**config.mk**
```make
export PLATFORM = sky130hd
export DESIGN_NAME = soc_reset_sequencer
export DESIGN_NICKNAME = d
export VERILOG_FILES = /design/src/rtl/soc_reset_sequencer.sv
export SDC_FILE = /design/constraint.sdc
export NUM_CORES = 1
export LEC_CHECK = 0
export CAP_MARGIN = 0
export CORE_UTILIZATION = 61
export CTS_CLUSTER_SIZE = 28
export DETAILED_ROUTE_END_ITERATION = 12
export GPL_TIMING_DRIVEN = 0
export PLACE_DENSITY_LB_ADDON = 0.3
export REMOVE_ABC_BUFFERS = 1
export SLEW_MARGIN = 30
export SYNTH_ARGS = -nofsm -noshare
export SYNTH_HDL_FRONTEND = slang
export SYNTH_SLANG_ARGS = --single-unit
```
**constraint.sdc**
```tcl
create_clock -name clk_48mhz -period 6.6 [get_ports clk_48mhz]
set_input_delay 1.32 -clock clk_48mhz [delete_from_list [all_inputs] [get_ports clk_48mhz]]
set_output_delay 1.32 -clock clk_48mhz [all_outputs]
set_load 0.05 [all_outputs]
```
**src/rtl/soc_reset_sequencer.sv**
```systemverilog
// Power-on reset sequencer: PLL reset hold, lock wait, settle, then staggered peripheral/CPU release.
// Optional lock-wait timeout with PLL retry is enabled by defining RESET_SEQ_LOCK_TIMEOUT_EN.
module soc_reset_sequencer #(
    parameter int unsigned HOLD_CYCLES    = 32768,
    parameter int unsigned SETTLE_CYCLES  = 1048576,
    parameter int unsigned STAGGER_CYCLES = 64,
    parameter int unsigned TIMEOUT_CYCLES = 4194304
) (
    input  logic       clk_48mhz,
    input  logic       reset,
    input  logic       pll_locked,
    output logic       pll_reset,
    output logic       periph_reset_n,
    output logic       cpu_reset_n,
    output logic       soc_ready,
    output logic [3:0] retry_count
);

    localparam int unsigned CNT_W   = 24;
    localparam int unsigned RETRY_W = 4;
    localparam int unsigned CNT_LIM = 1 << CNT_W;

    localparam logic [CNT_W-1:0] HOLD_LAST    = CNT_W'(HOLD_CYCLES - 1);
    localparam logic [CNT_W-1:0] SETTLE_LAST  = CNT_W'(SETTLE_CYCLES - 1);
    localparam logic [CNT_W-1:0] STAGGER_LAST = CNT_W'(STAGGER_CYCLES - 1);

    // Every duration must fit the shared 24-bit counter and be non-zero.
    if (HOLD_CYCLES < 1 || HOLD_CYCLES >= CNT_LIM ||
        SETTLE_CYCLES < 1 || SETTLE_CYCLES >= CNT_LIM ||
        STAGGER_CYCLES < 1 || STAGGER_CYCLES >= CNT_LIM ||
        TIMEOUT_CYCLES < 1 || TIMEOUT_CYCLES >= CNT_LIM) begin : g_param_check
        $error("soc_reset_sequencer: cycle parameters must be in [1, 2^24)");
    end

    typedef enum logic [2:0] {
        ST_RESET,
        ST_HOLD,
        ST_WAIT_LOCK,
        ST_SETTLE,
        ST_PERIPH,
        ST_RUN
    } state_t;

    state_t             state_q, state_d;
    logic [CNT_W-1:0]   cnt_q, cnt_d;
    logic               sync1_q, lock_s_q;
    logic               pll_reset_d, periph_reset_n_d, cpu_reset_n_d, soc_ready_d;

`ifdef RESET_SEQ_LOCK_TIMEOUT_EN
    localparam logic [CNT_W-1:0] TIMEOUT_LAST = CNT_W'(TIMEOUT_CYCLES - 1);
    logic [RETRY_W-1:0] retry_q, retry_d;
`endif

    // Two-flop synchronizer for the asynchronous lock flag.
    always_ff @(posedge clk_48mhz) begin
        if (reset) begin
            sync1_q  <= 1'b0;
            lock_s_q <= 1'b0;
        end else begin
            sync1_q  <= pll_locked;
            lock_s_q <= sync1_q;
        end
    end

    always_comb begin
        state_d = state_q;
        cnt_d   = cnt_q + CNT_W'(1);
`ifdef RESET_SEQ_LOCK_TIMEOUT_EN
        retry_d = retry_q;
`endif
        case (state_q)
            ST_RESET:     state_d = ST_HOLD;
            ST_HOLD:      if (cnt_q == HOLD_LAST) state_d = ST_WAIT_LOCK;
            ST_WAIT_LOCK: begin
                if (lock_s_q) begin
                    state_d = ST_SETTLE;
                end
`ifdef RESET_SEQ_LOCK_TIMEOUT_EN
                else if (cnt_q == TIMEOUT_LAST) begin
                    state_d = ST_HOLD;
                    if (retry_q != {RETRY_W{1'b1}}) retry_d = retry_q + RETRY_W'(1);
                end
`endif
            end
            ST_SETTLE:    if (cnt_q == SETTLE_LAST) state_d = ST_PERIPH;
            ST_PERIPH:    if (cnt_q == STAGGER_LAST) state_d = ST_RUN;
            ST_RUN:       cnt_d = cnt_q;
            default:      state_d = ST_RESET;
        endcase
        if (state_d != state_q) cnt_d = '0;

        // Outputs are decoded from the next state so the registered pins track the state exactly.
        pll_reset_d      = (state_d == ST_RESET) || (state_d == ST_HOLD);
        periph_reset_n_d = (state_d == ST_PERIPH) || (state_d == ST_RUN);
        cpu_reset_n_d    = (state_d == ST_RUN);
        soc_ready_d      = (state_d == ST_RUN);
    end

    always_ff @(posedge clk_48mhz) begin
        if (reset) begin
            state_q        <= ST_RESET;
            cnt_q          <= '0;
            pll_reset      <= 1'b1;
            periph_reset_n <= 1'b0;
            cpu_reset_n    <= 1'b0;
            soc_ready      <= 1'b0;
        end else begin
            state_q        <= state_d;
            cnt_q          <= cnt_d;
            pll_reset      <= pll_reset_d;
            periph_reset_n <= periph_reset_n_d;
            cpu_reset_n    <= cpu_reset_n_d;
            soc_ready      <= soc_ready_d;
        end
    end

`ifdef RESET_SEQ_LOCK_TIMEOUT_EN
    always_ff @(posedge clk_48mhz) begin
        if (reset) retry_q <= '0;
        else       retry_q <= retry_d;
    end

    assign retry_count = retry_q;
`else
    assign retry_count = '0;
`endif

endmodule

```
==> qor.tcl <==
set qor(post_synthesis_cell_area_mm2) 0.00159
set qor(rrSetupSlack_ns) 3.89
set qor(clock_sinks) 32
set qor(fmax_ghz) 0.358
set qor(fin_hold_ws_ns) 0.453
set qor(buffer_ports.inserted) 6
set qor(drc_errors) 0
set qor(critPathLaunch) {soc_ready$_SDFF_PP0_}
set qor(post-synth-top-area-fraction_pct) 40.3
set qor(holdBufCountCts) 0
set qor(syn_to_final_growth_pct) 6.77
set qor(postSynth.asyncResetShare_pct) 0
set qor(grt_setup_unrepaired) {false}
set qor(post_synth.cell_area_avg_um2) 8.50
set qor(synth-main-ff-cell) {dfxtp_1}
set qor(most_utilized_layer_in_the_global_route_result) {met2}
set qor(p_int_w) 0.000251
set qor(setup_viol) 0
set qor(worst_clock_skew_ns) 0.0105
set qor(power.ir.vdd_worst_mv) 0.169
set qor(tritoncts_clock_tree) {yes}
set qor(comb_power_share_pct) 4.4
set qor(max_cap_viol_count) 0
set qor(placementRows) 18
set qor(gp_congestion) 0.875
set qor(critPathMaxStageDelay_ns) 0.80
set qor(post_route_cells_drive_above_1_share_pct) 7.18
set qor(sequential_fraction_of_design_power_pct) 60.0
set qor(multiInputGateArea_um2) 866
set qor(htreeDepth) 2
set qor(outcome) {completed}
set qor(cell_types_with_the_largest_area_share_after_synthesis) {dfxtp_1 (40%), xnor2_1 (12%), nor2_1 (8.0%), nor4_1 (3.5%), nor3_1 (3.5%)}
set qor(totalWireLength_mm) 3.06
set qor(post_cts_buffers) 0
set qor(die_height_um) 53.0
set qor(tightest_slew_ns) 0.575
set qor(io_pins) 11
set qor(initialDrtViolationCount) 23
set qor(sum_of_negative_setup_slack_ns) 0
set qor(post-synth-top-area-cell) {dfxtp_1}
set qor(globalRouteMet1Util_pct) 30.5
set qor(tritoncts.num_buffers) 5
set qor(worstSetupEndpointType) {primary output}
set qor(finish.cell_count_without_fillers) 225
set qor(worst_slack_ns) 3.81
set qor(power_density_mw_per_mm2) 192
set qor(grt_util_all_layers_pct) 25.5
set qor(min_period_over_period_pct) 42.3
set qor(num-fill-cells) 222
set qor(final_nets) 198
set qor(ff2ff_path_depth) 6
set qor(synthesis.yosys.warnings) 0
set qor(critical_path_arrival_ns) 1.47
set qor(swShare_pct) 22.9
set qor(die-area_mm2) 0.00281
set qor(slew_viol_final) 0
set qor(netlist-cell-type-count) 36
set qor(final_period_minus_worst_setup_slack_ns) 2.79
set qor(clk_pin_slew_ns) 0.09
set qor(first_global_vias) 1165
set qor(drt-vias-per-instance) 5.77
set qor(die_w_um) 53.0
set qor(reg2reg_capture_point) {cnt_q[19]$_SDFFE_PP0P_}
set qor(net-switching-power_w) 0.0000748
set qor(sequential_cell_area_um2) 641
set qor(grt_antenna_before_repair) 0
set qor(cts-root-to-sink-buffers) 2
set qor(antenna_cells_inserted) 0
set qor(worst_skew_pair_latency_ns) 0.34
set qor(stdcell_area_mm2) 0.00170
set qor(timing.critical_path.required_ns) 5.28
set qor(worstHoldPathType) {flop to flop}
set qor(hold_violations) 0
set qor(dp_hpwl_mm) 2.10
set qor(timing.rr.start) {cnt_q[21]$_SDFFE_PP0P_}
set qor(critical_path.startpoint_type) {flop}
set qor(synth-seq-cells) 32
set qor(critical_path.slowest_cell) {clkdlybuf4s50_1}
set qor(min_delay_path_depth) 1
set qor(wl_per_cell_um) 13.6
set qor(leakage_power_nw) 0.533
set qor(path_class) {flop to primary output}
set qor(gr-usage-met3_pct) 8.62
set qor(placed_cells) 216
set qor(min-delay-start) {sync1_q$_SDFF_PP0_}
set qor(yosys-top-cells-count) {nor2_1 (34), dfxtp_1 (32), xnor2_1 (21), nor3_1 (11)}
set qor(floorplan.initialDensity_pct) 64.1
set qor(syn-instance-count) 187
set qor(first_pass_grt_wire_length_mm) 5.04
set qor(globalRoute.totalOverflow) 0
set qor(max_slew_margin_pct) 61.6
set qor(power.clock.fraction_pct) 35.5
set qor(number_of_search_and_repair_iterations_in_the_first_detailed_routing_pass) 4
set qor(root_buffer) {clkbuf_4}
set qor(critical_path.max_fanout) 2
set qor(worst_hold_path.endpoint) {lock_s_q$_SDFF_PP0_}
set qor(core_area_mm2) 0.00248
set qor(crit_path_cell_trace) {clkdlybuf4s50_1}
set qor(post_cts_resized) 0
set qor(use_met2_pct) 40.5
set qor(most_frequent_cell_after_synthesis) {nor2_1}
set qor(timing.critical_path.max_delay_family) {buffers and inverters}
set qor(synth_enable_flop_cells) 0
set qor(dpl_cell_area_mm2) 0.00163
set qor(dp_worst_setup_slack_ns) 3.75
set qor(final_antenna_net_count) 0
set qor(via_count) 1298
set qor(critical_path.n_buffers_inverters) 1
set qor(grt_start_max_net_pins) 25
set qor(part_of_the_yosys_area_used_for_sequential_elements_pct) 40.3
how the worst max path moves through the flow:
stage	to	depth (start not counted)
floorplan	cnt_q[0]$_SDFFE_PP0P_	5
global placement	cnt_q[20]$_SDFFE_PP0P_	4
detailed placement	cnt_q[22]$_SDFFE_PP0P_	4
CTS	cnt_q[18]$_SDFFE_PP0P_	5
global route	cnt_q[17]$_SDFFE_PP0P_	6
finish	cpu_reset_n	1
logic make-up (layout without fill, tap and decap cells):
group                      Yosys count  count (layout)  share of synthesized area [%]
xor gates and xnor gates            23              23                           12.7
AOI/OAI and AO/OA                   12              12                           6.46
adders and majority gates            1               1                          0.787
and+or+nand+nor                    101             101                           33.0
DFF                                 32              32                           40.3
other                                1               4                          0.236
buffers and inverters               16              21                           5.91
muxes                                1               1                          0.630
cell type report:
cell class                      count  share of cell area [%]
Multi-Input combinational cell    142                    51.0
Sequential cell                    32                    37.8
Tap cell                           30                    2.21
Inverter                            6                    1.33
Timing Repair Buffer                7                    4.20
Clock buffer                        8                    3.47
cell usage in the layout (no fill, tap or decap), types with 4 or more instances in the layout:
master	n
dfxtp_1	32
nor2_1	34
nand3_1	9
nand2_1	8
clkbuf_4	5
xnor2_1	21
conb_1	4
inv_1	6
nor3_1	11
nor4_1	9
clkdlybuf4s50_1	6
nand4_1	5
registers in the layout, summed over array words and instances (netlist names):
name and cells:
cnt_q 24, lock_s_q 1, periph_reset_n 1, pll_reset 1, soc_ready 1, state_q 3
sync1_q 1
per-stage QoR:
stage	utilization, %	power, W
floorplan	-	0.000211
global placement	65.7	0.000214
detailed placement	65.7	0.000214
CTS	68.0	0.000330
global route	68.5	0.000339
finish	68.5	0.000326
power by group through the flow:
stage / registers (W) / clock network [W] / logic (W)
after floorplan: 0.000200 / 0 / 0.0000107
after global placement: 0.000200 / 0 / 0.0000133
after detailed placement: 0.000200 / 0 / 0.0000136
after CTS: 0.000196 / 0.000120 / 0.0000136
after global routing: 0.000196 / 0.000127 / 0.0000155
final: 0.000196 / 0.000116 / 0.0000144
metal layers:
metal / share of wire [%] / vias to the layer above
li1: - / 654
met1: 48 / 620
met2: 47 / 17
met3: 3.4 / 7
met4: 1.9 / 0
met5: 0 / -
No activity file was read; power rests on OpenSTA's default activity.
